`config.mk`:
```
export PLATFORM = sky130hd
export DESIGN_NAME = hero_write_rx
export DESIGN_NICKNAME = d
export VERILOG_FILES = /design/src/rtl/hero_write_rx.sv
export SDC_FILE = /design/constraint.sdc
export NUM_CORES = 1
export LEC_CHECK = 0
export CORE_MARGIN = 2
export CORE_UTILIZATION = 44
export DETAILED_ROUTE_END_ITERATION = 7
export PLACE_DENSITY = 0.62
export SLEW_MARGIN = 10
export SYNTH_ARGS = -nofsm -noshare
export SYNTH_HDL_FRONTEND = slang
export SYNTH_SLANG_ARGS = --single-unit
```
`constraint.sdc`:
```
create_clock -name clk -period 8.6 [get_ports clk]
set_input_delay 1.72 -clock clk [delete_from_list [all_inputs] [get_ports clk]]
set_output_delay 1.72 -clock clk [all_outputs]
set_load 0.005 [all_outputs]
```
`src/rtl/hero_write_rx.sv`:
```
// Receive side of the hero write bus: frames beats into transactions by cycle_type,
// buffers them in a FIFO and presents them to a local consumer with a last marker.
module hero_write_rx #(
  parameter int DEPTH     = 8,
  parameter int MAX_BEATS = 16
) (
  input  logic        clk,
  input  logic        rst,
  input  logic [45:0] hero_in,
  output logic        out_vld,
  input  logic        out_rdy,
  output logic [35:0] out_wdat,
  output logic [6:0]  out_sub,
  output logic        out_last,
  output logic        in_txn,
  output logic [15:0] txn_cnt,
  output logic        err_overflow,
  output logic        err_too_long
);

  localparam int DATA_W = 36;
  localparam int SUB_W  = 7;
  localparam int ENT_W  = DATA_W + SUB_W + 1;
  localparam int PTR_W  = (DEPTH > 1) ? $clog2(DEPTH) : 1;
  localparam int CNT_W  = $clog2(DEPTH + 1);
  localparam int BCNT_W = $clog2(MAX_BEATS + 1);

  localparam logic [1:0] CT_IDLE = 2'd0;
  localparam logic [1:0] CT_DONE = 2'd2;

  localparam logic [1:0] ST_IDLE   = 2'd0;
  localparam logic [1:0] ST_IN_TXN = 2'd1;
  localparam logic [1:0] ST_DROP   = 2'd2;

  // hero_write_t layout: {cycle_type[1:0], wdat[35:0], another_type_reference[6:0], clk_en}
  logic [1:0]        cycle_type;
  logic [DATA_W-1:0] beat_wdat;
  logic [SUB_W-1:0]  beat_sub;
  logic              clk_en;

  assign cycle_type = hero_in[45:44];
  assign beat_wdat  = hero_in[43:8];
  assign beat_sub   = hero_in[7:1];
  assign clk_en     = hero_in[0];

  logic qual;
  logic is_done;
  assign qual    = clk_en && (cycle_type != CT_IDLE);
  assign is_done = (cycle_type == CT_DONE);

  logic [1:0]        state;
  logic [1:0]        state_nx;
  logic [BCNT_W-1:0] bcnt;
  logic [BCNT_W-1:0] bcnt_nx;

  logic [ENT_W-1:0]  mem [DEPTH];
  logic [PTR_W-1:0]  wr_ptr;
  logic [PTR_W-1:0]  rd_ptr;
  logic [CNT_W-1:0]  count;
  logic              full;
  logic              push_en;
  logic              push_last;
  logic              pop_en;
  logic              set_overflow;
  logic              set_too_long;
  logic [ENT_W-1:0]  head;

  assign full   = (count == CNT_W'(DEPTH));
  assign pop_en = out_vld && out_rdy;

  always_comb begin
    state_nx     = state;
    bcnt_nx      = bcnt;
    push_en      = 1'b0;
    push_last    = 1'b0;
    set_overflow = 1'b0;
    set_too_long = 1'b0;
    if (qual) begin
      case (state)
        ST_IDLE: begin
          push_en = 1'b1;
          if (is_done) begin
            push_last = 1'b1;
          end else if (MAX_BEATS == 1) begin
            push_last    = 1'b1;
            set_too_long = 1'b1;
            state_nx     = ST_DROP;
          end else begin
            bcnt_nx  = BCNT_W'(1);
            state_nx = ST_IN_TXN;
          end
        end
        ST_IN_TXN: begin
          push_en = 1'b1;
          if (is_done) begin
            push_last = 1'b1;
            bcnt_nx   = '0;
            state_nx  = ST_IDLE;
          end else if (bcnt == BCNT_W'(MAX_BEATS - 1)) begin
            push_last    = 1'b1;
            set_too_long = 1'b1;
            bcnt_nx      = '0;
            state_nx     = ST_DROP;
          end else begin
            bcnt_nx = bcnt + BCNT_W'(1);
          end
        end
        ST_DROP: begin
          if (is_done) state_nx = ST_IDLE;
        end
        default: state_nx = ST_IDLE;
      endcase
      // Full is judged on the pre-edge count; a same-cycle pop does not make room.
      if (push_en && full) begin
        push_en      = 1'b0;
        push_last    = 1'b0;
        set_overflow = 1'b1;
        bcnt_nx      = '0;
        state_nx     = is_done ? ST_IDLE : ST_DROP;
      end
    end
  end

  always_ff @(posedge clk) begin
    if (rst) begin
      state        <= ST_IDLE;
      bcnt         <= '0;
      wr_ptr       <= '0;
      rd_ptr       <= '0;
      count        <= '0;
      txn_cnt      <= '0;
      err_overflow <= 1'b0;
      err_too_long <= 1'b0;
    end else begin
      state <= state_nx;
      bcnt  <= bcnt_nx;
      if (push_en) wr_ptr <= wr_ptr + PTR_W'(1);
      if (pop_en)  rd_ptr <= rd_ptr + PTR_W'(1);
      case ({push_en, pop_en})
        2'b10:   count <= count + CNT_W'(1);
        2'b01:   count <= count - CNT_W'(1);
        default: count <= count;
      endcase
      if (push_en && push_last) txn_cnt <= txn_cnt + 16'd1;
      if (set_overflow) err_overflow <= 1'b1;
      if (set_too_long) err_too_long <= 1'b1;
    end
  end

  // Storage carries data only; validity is tracked by count.
  always_ff @(posedge clk) begin
    if (push_en) mem[wr_ptr] <= {push_last, beat_wdat, beat_sub};
  end

  assign head     = mem[rd_ptr];
  assign out_vld  = (count != '0);
  assign out_last = out_vld ? head[ENT_W-1] : 1'b0;
  assign out_wdat = out_vld ? head[ENT_W-2:SUB_W] : '0;
  assign out_sub  = out_vld ? head[SUB_W-1:0] : '0;
  assign in_txn   = (state == ST_IN_TXN);

endmodule
```
==> results of run 1 <==
-- routing by layer --
| metal | share of wire, % | global-route usage [%] |
|---|---|---|
| met1 | 45 | 22.2 |
| met2 | 49 | 27.1 |
| met3 | 4.5 | 2.93 |
| met4 | 1.5 | 4.29 |
| met5 | 0 | 0 |
-- final cells by class --
class	count	area [µm²]	share of cell area, %
Inverter	6	22.5	0.124
Clock buffer	49	1070	5.87
Timing Repair Buffer	128	1240	6.83
Multi-Input combinational cell	339	3750	20.7
Tap cell	455	569	3.13
Clock inverter	24	176	0.971
Sequential cell	390	11300	62.4
-- flip-flops by register name, indices dropped and copies added, names as in the netlist, named ones only --
name          flops
state             2
wr_ptr            3
bcnt              5
txn_cnt          16
mem             352
rd_ptr            3
err_overflow      1
err_too_long      1
count             4
-- layout by cell type, fill, tap and decap left out, types with 3 or more instances in the layout --
cell type | synthesis | final
mux4_2 | 88 | 88
clkbuf_1 | 18 | 7
clkinv_1 | 0 | 8
nor3_1 | 10 | 6
nor3_2 | 1 | 5
nand3_1 | 6 | 6
edfxtp_1 | 352 | 352
clkbuf_16 | 0 | 41
o21ai_0 | 8 | 8
xor2_1 | 5 | 5
clkdlybuf4s50_1 | 0 | 112
dfxtp_1 | 38 | 35
nand2_1 | 12 | 12
nor3b_1 | 5 | 5
buf_4 | 2 | 16
nand2b_1 | 3 | 3
dfxtp_4 | 0 | 3
clkinv_2 | 0 | 9
mux2i_1 | 47 | 47
nor2_4 | 0 | 3
ha_1 | 7 | 7
nor2b_1 | 4 | 4
nor2_1 | 81 | 78
xnor2_1 | 17 | 17
inv_1 | 4 | 4
nor4_2 | 2 | 3
a21oi_1 | 12 | 12
-- critical path: stages, from the launching register on --
cell and delay, ps:
dfxtp_4 750, buf_4 720, mux4_2 590, mux2i_1 150, nor2_1 90, clkdlybuf4s50_1 480
-- per-stage QoR --
step / cell area [µm²] / utilization, %
after detailed placement: 16900 / 49.4
after floorplan: 15200 / -
after global placement: 16900 / 49.4
after global routing: 18200 / 53.0
final: 18200 / 53.0
after CTS: 18200 / 53.0
-- cells in the mapped netlist (all sizes together) --
master / n
a22oi: 2
ha: 7
nor4b: 4
and4: 2
buf: 20
nand3: 6
mux2i: 47
o21a: 1
and2: 1
or4: 2
nand4: 1
o31ai: 2
xnor2: 17
nand2b: 3
nor3b: 5
nor2: 81
mux2: 1
nand2: 12
a41oi: 2
or3: 2
and4b: 1
inv: 6
nand3b: 1
o21ai: 9
or4b: 1
nor4: 5
dfxtp: 38
clkbuf: 18
nor3: 11
a211o: 1
nor2b: 4
edfxtp: 352
o211ai: 1
mux4: 88
xor2: 5
a21oi: 12
o2111ai: 1
and3b: 1
-- how the worst max path moves through the flow --
stage | slack, ps | to
after floorplan | 1280 | mem[0][0]
after global placement | 3900 | count[2]
after detailed placement | 3820 | count[2]
after CTS | 3390 | out_wdat[11]
after global routing | 3240 | out_wdat[10]
final | 3550 | out_wdat[11]
-- report_power, final --
group	internal [mW]	leakage (nW)	switching (mW)	total (mW)
combinational	0.677	1.44	0.532	1.21
sequential	2.16	3.50	0.0954	2.25
clock	0.944	0.610	0.680	1.62
-- cells by family after synthesis --
group	share of synthesized area, %
flops	74.4
compound gates	1.46
xor+xnor	1.26
buf+inv	1.33
fa+ha+maj	0.575
mux	16.2
simple gates	4.85
==> out/metrics.cfg, run 1 <==
[outcome]
outcome=complete, no violations

[synthesis]
synth-seq-cells=390
synth.top_cell.area_share_pct=69.4
netlist_area_um2=15200
ys_warn_count=0
synth_top_area_cell=edfxtp_1
synth_nets=829
syn_avg_cell_area_um2=19.7
ys_types=50
synth_area_leaders=edfxtp_1, mux4_2, dfxtp_1, mux2i_1, nor2_1
synthesis.instances=773
seq_area_frac_synth_pct=74.4

[global_route]
overflow=0
grt_pass1_wl_mm=44.6
grt_start_max_net_pins=51
antenna_found_initial=0
grt_use_total_pct=16.2
grt_pass1_vias=7774

[clocking]
numCtsBuffers=40
clock_latency_ps=520
post_cts_resized=0
cts.hold.buffers_added=0
clk_path_buf_depth=3
cts-root-buf=clkbuf_16
cts.sinks=390
tritoncts=yes
htree_levels=2
cts_setup_buffers=0
cts.clk_slew.worst_paths_ps=60

[final_layout]
final_cell_count_no_fill=1391
syn_to_final_growth_pct=19.2
diodes=0
drive_gt1_share_pct=20.1
fillers=2680
layout.nets=961

[job]
maxCapViolCount=0

[placed_design]
gp_congestion=0.731
post-dp-hpwl_mm=15.4
placed_cells=1318
io_buffers=112
place_worst_setup_slack_ps=3820

[timing]
worst_pin_slew_ps=941
fin_ws_ps=3550
timing.slew.headroom_pct=37.3
min_period_over_period_pct=58.7
fmax_ghz=0.198
hold_viol=0
whs_ps=470
rsz0062_at_grt=false
period_minus_slack_ps=5050
drv_slew=0
tns_ps=0
setup_viol=0
fin_worst_skew_ps=21.4

[worst_hold_path]
hold_path_class=reg -> reg
hold_end=bcnt[4]
worstHoldStart=bcnt[4]
hold_depth=1

[floorplan]
die_w_um=190
initial_utilization_pct=44.4
die_h_um=190
ios=113
dieArea_um2=36100
core_um2=34300
row_count=68

[power_and_ir_drop]
peakVddDrop_v=0.000131
total_power_mw=5.09
power_density_nw_per_um2=280
leakagePower_nw=5.55

[critical_path]
path_max_fanout=38
cp-end-kind=output pin
cp.arrival_ps=3330
path_class=reg -> out
crit_path_start_kind=flop
worstRegToRegCells=10
r2r_end=count[2]
r2r_slack_ps=5560
cp.required_ps=6880
r2r-start=count[1]

[routing]
routed_wl_mm=28.6
routed_via_density=5.35
ant_nets=0
routedWlPerCell_um=20.6
dr.pass1.iters=4
route.detailed.drc=0
drt_iter0_markers=567
num_vias=7437

Power figures use the tool's default switching activity.
==> run 2: changes to the inputs <==
clock period = 4.8 ns   (was 8.6 ns; I/O delays follow)
==> out/metrics.cfg, run 2 (synthesized netlist as in run 1, its figures left out) <==
[power_and_ir_drop]
peakVddDrop_v=0.000285  ; +120%
leakagePower_nw=5.53  ; -0.38%
power_density_nw_per_um2=496  ; +77%

[placed_design]
placed_area_um2=17000  ; +0.43%
placed_cells=1319  ; +0.076%
gp_congestion=0.719  ; -1.7%
io_buffers=112  ; unchanged
post-dp-hpwl_mm=15.5  ; +0.67%

[outcome]
outcome=complete, no violations

[floorplan]
initial_utilization_pct=44.4  ; unchanged
dieArea_um2=36100  ; unchanged
row_count=68  ; unchanged
core_um2=34300  ; unchanged
die_h_um=190  ; unchanged
die_w_um=190  ; unchanged
ios=113  ; unchanged

[timing]
setup_viol=0  ; unchanged
fmax_ghz=0.261
drv_slew=0  ; unchanged
rsz0062_at_grt=false
fin_worst_skew_ps=19.0  ; -2.37 ps
period_minus_slack_ps=3830
worst_pin_slew_ps=991  ; +49.5 ps
hold_viol=0  ; unchanged
whs_ps=471  ; +1.15 ps
min_period_over_period_pct=79.7
timing.slew.headroom_pct=34.0  ; -3.3 points

[job]
maxCapViolCount=0  ; unchanged

[final_layout]
design_area_um2=18200  ; unchanged
largest_register_ff_count=352  ; unchanged
mostFrequentLayoutCells=edfxtp_1, clkdlybuf4s50_1, mux4_2
final_common_cell=edfxtp_1
layout.nets=962  ; +0.10%
post-route-util_pct=53.0  ; unchanged
fillers=2719  ; +1.5%
drive_gt1_share_pct=19.5  ; -0.60 points
reg.largest.list=mem x352, txn_cnt x16, bcnt x5
syn_to_final_growth_pct=19.2  ; unchanged
regMostFlops=mem
final_cell_count_no_fill=1390  ; -0.072%

[clocking]
clk_path_buf_depth=3  ; unchanged
htree_levels=2  ; unchanged
cts-root-buf=clkbuf_16
post_cts_resized=0  ; unchanged
cts.hold.buffers_added=0  ; unchanged
cts.sinks=390  ; unchanged
tritoncts=yes
numCtsBuffers=40  ; unchanged
cts.clk_slew.worst_paths_ps=60  ; about the same
cts_setup_buffers=0  ; unchanged
clock_latency_ps=520  ; about the same

[critical_path]
path_max_fanout=38  ; unchanged
path_class=reg -> out
crit_path_start_kind=flop
cp-end-kind=output pin
r2r-start=count[0]
cp.required_ps=3840  ; -3040 ps
cp.arrival_ps=2870  ; -460 ps

[routing]
dr.pass1.iters=5  ; +1
ant_nets=0  ; unchanged
routedWlPerCell_um=20.8  ; +1.1%
num_vias=7429  ; -0.11%
routed_wl_mm=28.9  ; +0.99%
route.detailed.drc=0  ; unchanged
drt_iter0_markers=677  ; +19%
routed_via_density=5.34  ; about the same

[worst_hold_path]
worstHoldStart=bcnt[4]
hold_path_class=reg -> reg

[global_route]
grt_use_total_pct=16.4  ; +0.17 points
busiest_layer=met2
grt_use_met2_pct=27.3  ; +0.25 points
use_met1_pct=22.6  ; +0.46 points
antenna_found_initial=1  ; +1
grt_pass1_vias=7729  ; -0.58%
use_met3_pct=3.15  ; +0.22 points
overflow=0  ; unchanged
grt_pass1_wl_mm=44.9  ; +0.62%
grt_start_max_net_pins=45  ; -12%

[run 2: path summary, 6_finish.rpt]
| check | to | slack (ps) | cells past startpoint |
|---|---|---|---|
| worst max-delay path | out_wdat[0] | 970 | 5 |
| worst min-delay path | bcnt[4] | 470 | 1 |
| worst max register to register | count[2] | 2160 | 11 |
| worst min register to register | bcnt[4] | 470 | 1 |
[run 2: cell type report]
cell class	count	area, µm²	share of cell area, %
Timing Repair Buffer	129	1300	7.15
Clock inverter	17	118	0.647
Multi-Input combinational cell	339	3770	20.7
Sequential cell	390	11300	62.4
Tap cell	455	569	3.13
Antenna cell	1	2.50	0.0138
Clock buffer	53	1050	5.78
Inverter	6	22.5	0.124
[run 2: metal layers]
metal	part of all wire [%]	routed length, µm
met5	0	0
met1	45	13100
met3	4.4	1280
met4	1.2	358
met2	49	14200
[run 2: per-stage QoR]
| step | TNS (ps) | power, mW | setup WS, ps |
|---|---|---|---|
| floorplan | -78010 | 5.39 | -591 |
| global placement | 0 | 6.36 | 1190 |
| detailed placement | 0 | 6.37 | 1150 |
| CTS | 0 | 9.17 | 872 |
| global route | 0 | 9.46 | 747 |
| finish | 0 | 9.01 | 975 |
[run 2: critical path, stage by stage, from the launching register on]
cell             delay, ps
dfxtp_4                640
buf_12                 370
mux4_2                 550
mux2i_1                190
nor2_1                  70
clkdlybuf4s50_1        510
[run 2: where the power goes]
part	switching, mW	internal [mW]
registers	0.154	3.87
logic	0.972	1.24
clock network	1.18	1.59
